$ cat src/rtl/pmod_cls_spi_responder.sv
// SPI mode-0 responder modelling the Digilent PMOD CLS display: deserialises bytes,
// parses the CLS escape command set and keeps a 2x16 character buffer.
module pmod_cls_spi_responder #(
  parameter int parm_sync_stages = 2,
  parameter int parm_num_bits    = 8
) (
  input  logic           i_clk_20mhz,
  input  logic           i_rst_20mhz,
  input  logic           ei_sck,
  input  logic           ei_csn,
  input  logic           ei_copi,
  output logic           eo_cipo_o,
  output logic           eo_cipo_t,
  output logic [7:0]     o_rx_byte,
  output logic           o_rx_valid,
  output logic           o_frame_err,
  output logic           o_cmd_clear,
  output logic           o_cmd_cursor,
  output logic           o_cmd_err,
  output logic           o_row,
  output logic [3:0]     o_col,
  output logic [127:0]   o_line1,
  output logic [127:0]   o_line2,
  output logic [1:0]     o_dbg_state
);

  localparam int NB = parm_num_bits;
  localparam int AW = parm_num_bits + 4;
  localparam logic [127:0] BLANK = {16{8'h20}};

  typedef enum logic [1:0] {ST_TEXT, ST_ESC, ST_P0, ST_P1} t_state;

  logic [parm_sync_stages-1:0] sck_sync_q, sck_sync_d;
  logic [parm_sync_stages-1:0] csn_sync_q, csn_sync_d;
  logic [parm_sync_stages-1:0] copi_sync_q, copi_sync_d;
  logic          sck_prev_q, sck_prev_d, csn_prev_q, csn_prev_d;
  logic          sck_s, csn_s, copi_s, sck_rise, csn_rise;
  logic [7:0]    sh_q, sh_d, rx_byte_q, rx_byte_d;
  logic [2:0]    cnt_q, cnt_d;
  logic          rx_valid_q, rx_valid_d, frame_err_q, frame_err_d;
  t_state        state_q, state_d;
  logic [NB-1:0] p0_q, p0_d, p1_q, p1_d, cur_col;
  logic          row_q, row_d, do_cursor;
  logic [3:0]    col_q, col_d;
  logic [127:0]  line1_q, line1_d, line2_q, line2_d;
  logic          clear_q, clear_d, cursor_q, cursor_d, err_q, err_d;
  logic [6:0]    wr_idx;

  // Decimal accumulate, pinned at the all-ones value once it overflows.
  function automatic logic [NB-1:0] sat_acc(input logic [NB-1:0] p, input logic [3:0] d);
    logic [AW-1:0] w;
    w = AW'(p) * AW'(10) + AW'(d);
    if (w[AW-1:NB] != '0) return '1;
    return w[NB-1:0];
  endfunction

  always_comb begin
    sck_sync_d  = {sck_sync_q[parm_sync_stages-2:0], ei_sck};
    csn_sync_d  = {csn_sync_q[parm_sync_stages-2:0], ei_csn};
    copi_sync_d = {copi_sync_q[parm_sync_stages-2:0], ei_copi};
    sck_s       = sck_sync_q[parm_sync_stages-1];
    csn_s       = csn_sync_q[parm_sync_stages-1];
    copi_s      = copi_sync_q[parm_sync_stages-1];
    sck_rise    = !sck_prev_q && sck_s && !csn_s;
    csn_rise    = !csn_prev_q && csn_s;
    sck_prev_d  = sck_s;
    csn_prev_d  = csn_s;
    sh_d        = sh_q;
    cnt_d       = cnt_q;
    rx_byte_d   = rx_byte_q;
    rx_valid_d  = 1'b0;
    frame_err_d = 1'b0;
    if (sck_rise) begin
      sh_d  = {sh_q[6:0], copi_s};
      cnt_d = cnt_q + 3'd1;
      if (cnt_q == 3'd7) begin
        rx_byte_d  = sh_d;
        rx_valid_d = 1'b1;
      end
    end else if (csn_rise && cnt_q != 3'd0) begin
      frame_err_d = 1'b1;
      cnt_d       = 3'd0;
    end
  end

  always_comb begin
    state_d   = state_q;
    p0_d      = p0_q;
    p1_d      = p1_q;
    row_d     = row_q;
    col_d     = col_q;
    line1_d   = line1_q;
    line2_d   = line2_q;
    clear_d   = 1'b0;
    cursor_d  = 1'b0;
    err_d     = 1'b0;
    do_cursor = 1'b0;
    cur_col   = '0;
    wr_idx    = {~col_q, 3'b000};
    if (rx_valid_q) begin
      case (state_q)
        ST_TEXT: begin
          if (rx_byte_q == 8'h1B) begin
            state_d = ST_ESC;
          end else if (rx_byte_q >= 8'h20 && rx_byte_q <= 8'h7E) begin
            if (row_q) line2_d[wr_idx +: 8] = rx_byte_q;
            else       line1_d[wr_idx +: 8] = rx_byte_q;
            col_d = col_q + 4'd1;
          end
        end
        ST_ESC: begin
          if (rx_byte_q == 8'h5B) begin
            p0_d    = '0;
            p1_d    = '0;
            state_d = ST_P0;
          end else begin
            err_d   = 1'b1;
            state_d = ST_TEXT;
          end
        end
        ST_P0: begin
          if (rx_byte_q >= 8'h30 && rx_byte_q <= 8'h39) begin
            p0_d = sat_acc(p0_q, rx_byte_q[3:0]);
          end else if (rx_byte_q == 8'h3B) begin
            state_d = ST_P1;
          end else if (rx_byte_q == 8'h6A) begin
            line1_d = BLANK;
            line2_d = BLANK;
            row_d   = 1'b0;
            col_d   = 4'd0;
            clear_d = 1'b1;
            state_d = ST_TEXT;
          end else if (rx_byte_q == 8'h48) begin
            do_cursor = 1'b1;
          end else begin
            err_d   = 1'b1;
            state_d = ST_TEXT;
          end
        end
        default: begin
          if (rx_byte_q >= 8'h30 && rx_byte_q <= 8'h39) begin
            p1_d = sat_acc(p1_q, rx_byte_q[3:0]);
          end else if (rx_byte_q == 8'h48) begin
            do_cursor = 1'b1;
            cur_col   = p1_q;
          end else begin
            err_d   = 1'b1;
            state_d = ST_TEXT;
          end
        end
      endcase
      // Out-of-range targets leave the cursor where it was.
      if (do_cursor) begin
        state_d = ST_TEXT;
        if (p0_q <= NB'(1) && cur_col <= NB'(15)) begin
          row_d    = p0_q[0];
          col_d    = cur_col[3:0];
          cursor_d = 1'b1;
        end else begin
          err_d = 1'b1;
        end
      end
    end
  end

  always_ff @(posedge i_clk_20mhz or posedge i_rst_20mhz) begin
    if (i_rst_20mhz) begin
      sck_sync_q  <= '0;
      csn_sync_q  <= '1;
      copi_sync_q <= '0;
      sck_prev_q  <= 1'b0;
      csn_prev_q  <= 1'b1;
      sh_q        <= 8'h00;
      cnt_q       <= 3'd0;
      rx_byte_q   <= 8'h00;
      rx_valid_q  <= 1'b0;
      frame_err_q <= 1'b0;
      state_q     <= ST_TEXT;
      p0_q        <= '0;
      p1_q        <= '0;
      row_q       <= 1'b0;
      col_q       <= 4'd0;
      line1_q     <= BLANK;
      line2_q     <= BLANK;
      clear_q     <= 1'b0;
      cursor_q    <= 1'b0;
      err_q       <= 1'b0;
    end else begin
      sck_sync_q  <= sck_sync_d;
      csn_sync_q  <= csn_sync_d;
      copi_sync_q <= copi_sync_d;
      sck_prev_q  <= sck_prev_d;
      csn_prev_q  <= csn_prev_d;
      sh_q        <= sh_d;
      cnt_q       <= cnt_d;
      rx_byte_q   <= rx_byte_d;
      rx_valid_q  <= rx_valid_d;
      frame_err_q <= frame_err_d;
      state_q     <= state_d;
      p0_q        <= p0_d;
      p1_q        <= p1_d;
      row_q       <= row_d;
      col_q       <= col_d;
      line1_q     <= line1_d;
      line2_q     <= line2_d;
      clear_q     <= clear_d;
      cursor_q    <= cursor_d;
      err_q       <= err_d;
    end
  end

  assign eo_cipo_o    = 1'b0;
  assign eo_cipo_t    = 1'b1;
  assign o_rx_byte    = rx_byte_q;
  assign o_rx_valid   = rx_valid_q;
  assign o_frame_err  = frame_err_q;
  assign o_cmd_clear  = clear_q;
  assign o_cmd_cursor = cursor_q;
  assign o_cmd_err    = err_q;
  assign o_row        = row_q;
  assign o_col        = col_q;
  assign o_line1      = line1_q;
  assign o_line2      = line2_q;
  assign o_dbg_state  = state_q;

endmodule

$ cat config.mk
export PLATFORM = sky130hd
export DESIGN_NAME = pmod_cls_spi_responder
export DESIGN_NICKNAME = d
export VERILOG_FILES = /design/src/rtl/pmod_cls_spi_responder.sv
export SDC_FILE = /design/constraint.sdc
export NUM_CORES = 1
export LEC_CHECK = 0
export BUFFER_PORTS_ARGS = -buffer_cell sky130_fd_sc_hd__buf_2
export CAP_MARGIN = 20
export CORE_MARGIN = 5
export CORE_UTILIZATION = 55
export CTS_CLUSTER_DIAMETER = 100
export DETAILED_ROUTE_END_ITERATION = 8
export PLACE_DENSITY_LB_ADDON = 0.15
export SLEW_MARGIN = 15
export SYNTH_ARGS = -nofsm -noshare
export SYNTH_HDL_FRONTEND = slang
export SYNTH_SLANG_ARGS = --single-unit
$ cat constraint.sdc
create_clock -name i_clk_20mhz -period 10.87 [get_ports i_clk_20mhz]
set_input_delay 1.087 -clock i_clk_20mhz [delete_from_list [all_inputs] [get_ports i_clk_20mhz]]
set_output_delay 1.087 -clock i_clk_20mhz [all_outputs]
set_load 0.01 [all_outputs]
==> results.ini <==
[outcome]
status = completed

[detailed_routing]
wl_met2_um = 17800
drt-met1-wl_um = 15500
dr.pass1.iters = 5
wirelength_um = 37700
drc = 0
wl_met3_um = 3230
first_iter_violations = 912
postRouteAntennaNets = 0
dr.max_layer_used = met4
avgRoutedWirePerCell_um = 21.7
via_per_inst = 5.88
vias = 10200

[critical_path]
critical_path_class = reg -> reg
worst-path-stages = 5
crit_buf_inv = 0
crit_start = o_rx_byte[2]
crit_chain = nor4_4 > nand3_1 > a21oi_4 > nand2_1 > o21ai_0
critical_path.top_delay_family = simple AND/OR/NAND/NOR gates
cp.arrival_ps = 3700
worstRegToRegCells = 5
crit_path_start_kind = register
crit_end = o_line1[98]
regToRegStartpoint = o_rx_byte[2]
worstPathRequired_ps = 11270
end_kind = register
critical_path.slowest_cell = a21oi_4
max_stage_delay_ps = 890
crit_path_max_fanout = 37
reg2reg_to = o_line1[98]
r2r_slack_ps = 7570

[place]
io_buffers = 280
dpl_cell_area_um2 = 14700
place_congestion = 0.879
hpwlAfterDp_um = 26600

[global_routing]
grt_pass1_vias = 10100
grt_pass1_wl_um = 58100
grt_max_degree = 189
antenna_found_initial = 0
grt_overflow = 0
grtUsageTotal = 0.275

[logic_synthesis]
synth_warnings = 0
synth-seq-cells = 310
synth-edff-count = 0
synth_ff_type = dfrtp_1
avgSynthCellArea_um2 = 11.7
syn_area_um2 = 13100
synth.distinct_cells = 68
synth_seq_area_share = 0.594
yosysTopAreaCellShare = 0.524
yosys.area.top_type = dfrtp_1
synthArstFlopShare = 1.00
synth_cells = 1121
synth_fp_nets = 1166
yosys-top-cells-area = dfrtp_1, dfstp_2, a22o_1, nand2_1, ha_1

[pwr]
ir_worst_vdd_uv = 113
total_leakage_power_uw = 0.00810
powerDensity_nw_per_um2 = 150

[sta]
rsz0062_at_grt = false
fin_tns_setup_ps = 0
relSlewSlack = 0.295
fin_crit_ps = 3300
setup_violations = 0
finalHoldViolCount = 0
finalClockSkew_ps = 16.5
fmax_mhz = 303
tightest_slew_ps = 1060
slew_viol_final = 0
finalCritPeriodShare = 0.304

[cts]
root_buffer = clkbuf_16
htreeDepth = 2
clk_pin_slew_ps = 60
post_cts_resize_count = 0
clk_latency_ps = 510
cts_setup_buffers = 0
cts_sinks = 310
cts_buffer_depth = 3
cts_tree = built
numCtsBuffers = 34
ctsHoldBuffers = 0

[finish]
diodes = 0
drive_gt1_frac = 0.309
multi_input_area_um2 = 4880
area_growth_pct = 20.5
final_common_cell = buf_2
final_area_um2 = 15800
final_cell_mix = buf_2, dfrtp_1, nand2_1
nNetsFinal = 1442
nFillCells = 1838
fin_util = 0.674
seq_area_um2 = 7800

[floorplan]
die_w_um = 164
core-area_um2 = 23500
start_util = 0.559
io_pins = 283
die-height_um = 164
die-area_um2 = 27100
fp-row-count = 56

[hold_path]
hp-class = reg -> reg

[flow_run]
drv_cap = 0

cells by family after synthesis:
kind of cell	synth area share
DFF	0.594
and+or+nand+nor	0.113
AOI/OAI and AO/OA	0.180
buffers and inverters	0.0342
muxes	0.0282
other	0.000572
adders and majority gates	0.0404
xor gates and xnor gates	0.00934
cell usage after synthesis (3+ instances only):
master,number
a21o_1,11
ha_1,36
a211oi_1,3
nand3_1,24
a21oi_1,48
and2_1,40
o21ai_1,18
xor2_1,9
o21ai_0,90
buf_1,4
buf_6,3
dfrtp_1,275
inv_1,39
nor2b_1,5
or2_2,4
a22oi_1,18
o2111ai_1,3
fa_1,4
o2bb2ai_1,38
and3_1,6
a32o_1,19
xnor2_1,5
o211ai_1,6
nor2_1,24
clkbuf_1,20
buf_2,17
dfstp_2,35
o31ai_1,3
nand2_2,3
buf_4,4
nor3_2,3
nor3_1,10
a22o_1,66
mux2_2,32
nand2_1,139
nand2b_1,11
nor3b_1,4
layout make-up:
type,count,share of cell area
Tap cell,319,0.0252
Multi-Input combinational cell,720,0.308
Timing Repair Buffer,291,0.0949
Inverter,40,0.00996
Sequential cell,310,0.493
Clock buffer,54,0.0656
Clock inverter,7,0.00285
routing by layer:
metal,global-route usage,up-vias
met3,0.0661,79
met4,0.0832,0
met1,0.378,5107
met5,0,-
met2,0.440,448
li1,-,4597
metrics by stage:
step	instances	hold slack, ps	total power, uW	worst slack [ps]
after floorplan	1121	331	1250	1270
after global placement	1678	334	1270	7750
after detailed placement	1679	337	1280	7660
after CTS	1740	355	2380	7620
after global routing	1741	355	2440	7290
final	1741	354	2370	7570
where the power goes:
part / switching (uW) / internal [uW] / total [uW]
logic: 39.4 / 22.6 / 62.1
clock network: 456 / 656 / 1110
registers: 18.5 / 1170 / 1190
total: 514 / 1850 / 2370
worst min path at each step:
stage | start | to | slack [ps] | depth (start not counted)
2_1_floorplan | copi_sync_q[0] | copi_sync_q[1] | 330 | 0
5_1_grt | csn_sync_q[0] | csn_sync_q[1] | 360 | 0
3_3_place_gp | copi_sync_q[0] | copi_sync_q[1] | 330 | 0
3_5_place_dp | copi_sync_q[0] | copi_sync_q[1] | 340 | 0
6_report | csn_sync_q[0] | csn_sync_q[1] | 350 | 0
4_1_cts | csn_sync_q[0] | csn_sync_q[1] | 350 | 0
sequential cells by signal, indices dropped and copies added, names as in the netlist, 2 cells and up:
| name | cells |
|---|---|
| o_dbg_state | 2 |
| o_col | 4 |
| o_line1 | 128 |
| o_line2 | 128 |
| sck_sync_q | 2 |
| p1_q | 8 |
| csn_sync_q | 2 |
| o_rx_byte | 8 |
| copi_sync_q | 2 |
| cnt_q | 3 |
| sh_q | 7 |
| p0_q | 8 |
No activity file was read; power rests on OpenSTA's default activity.
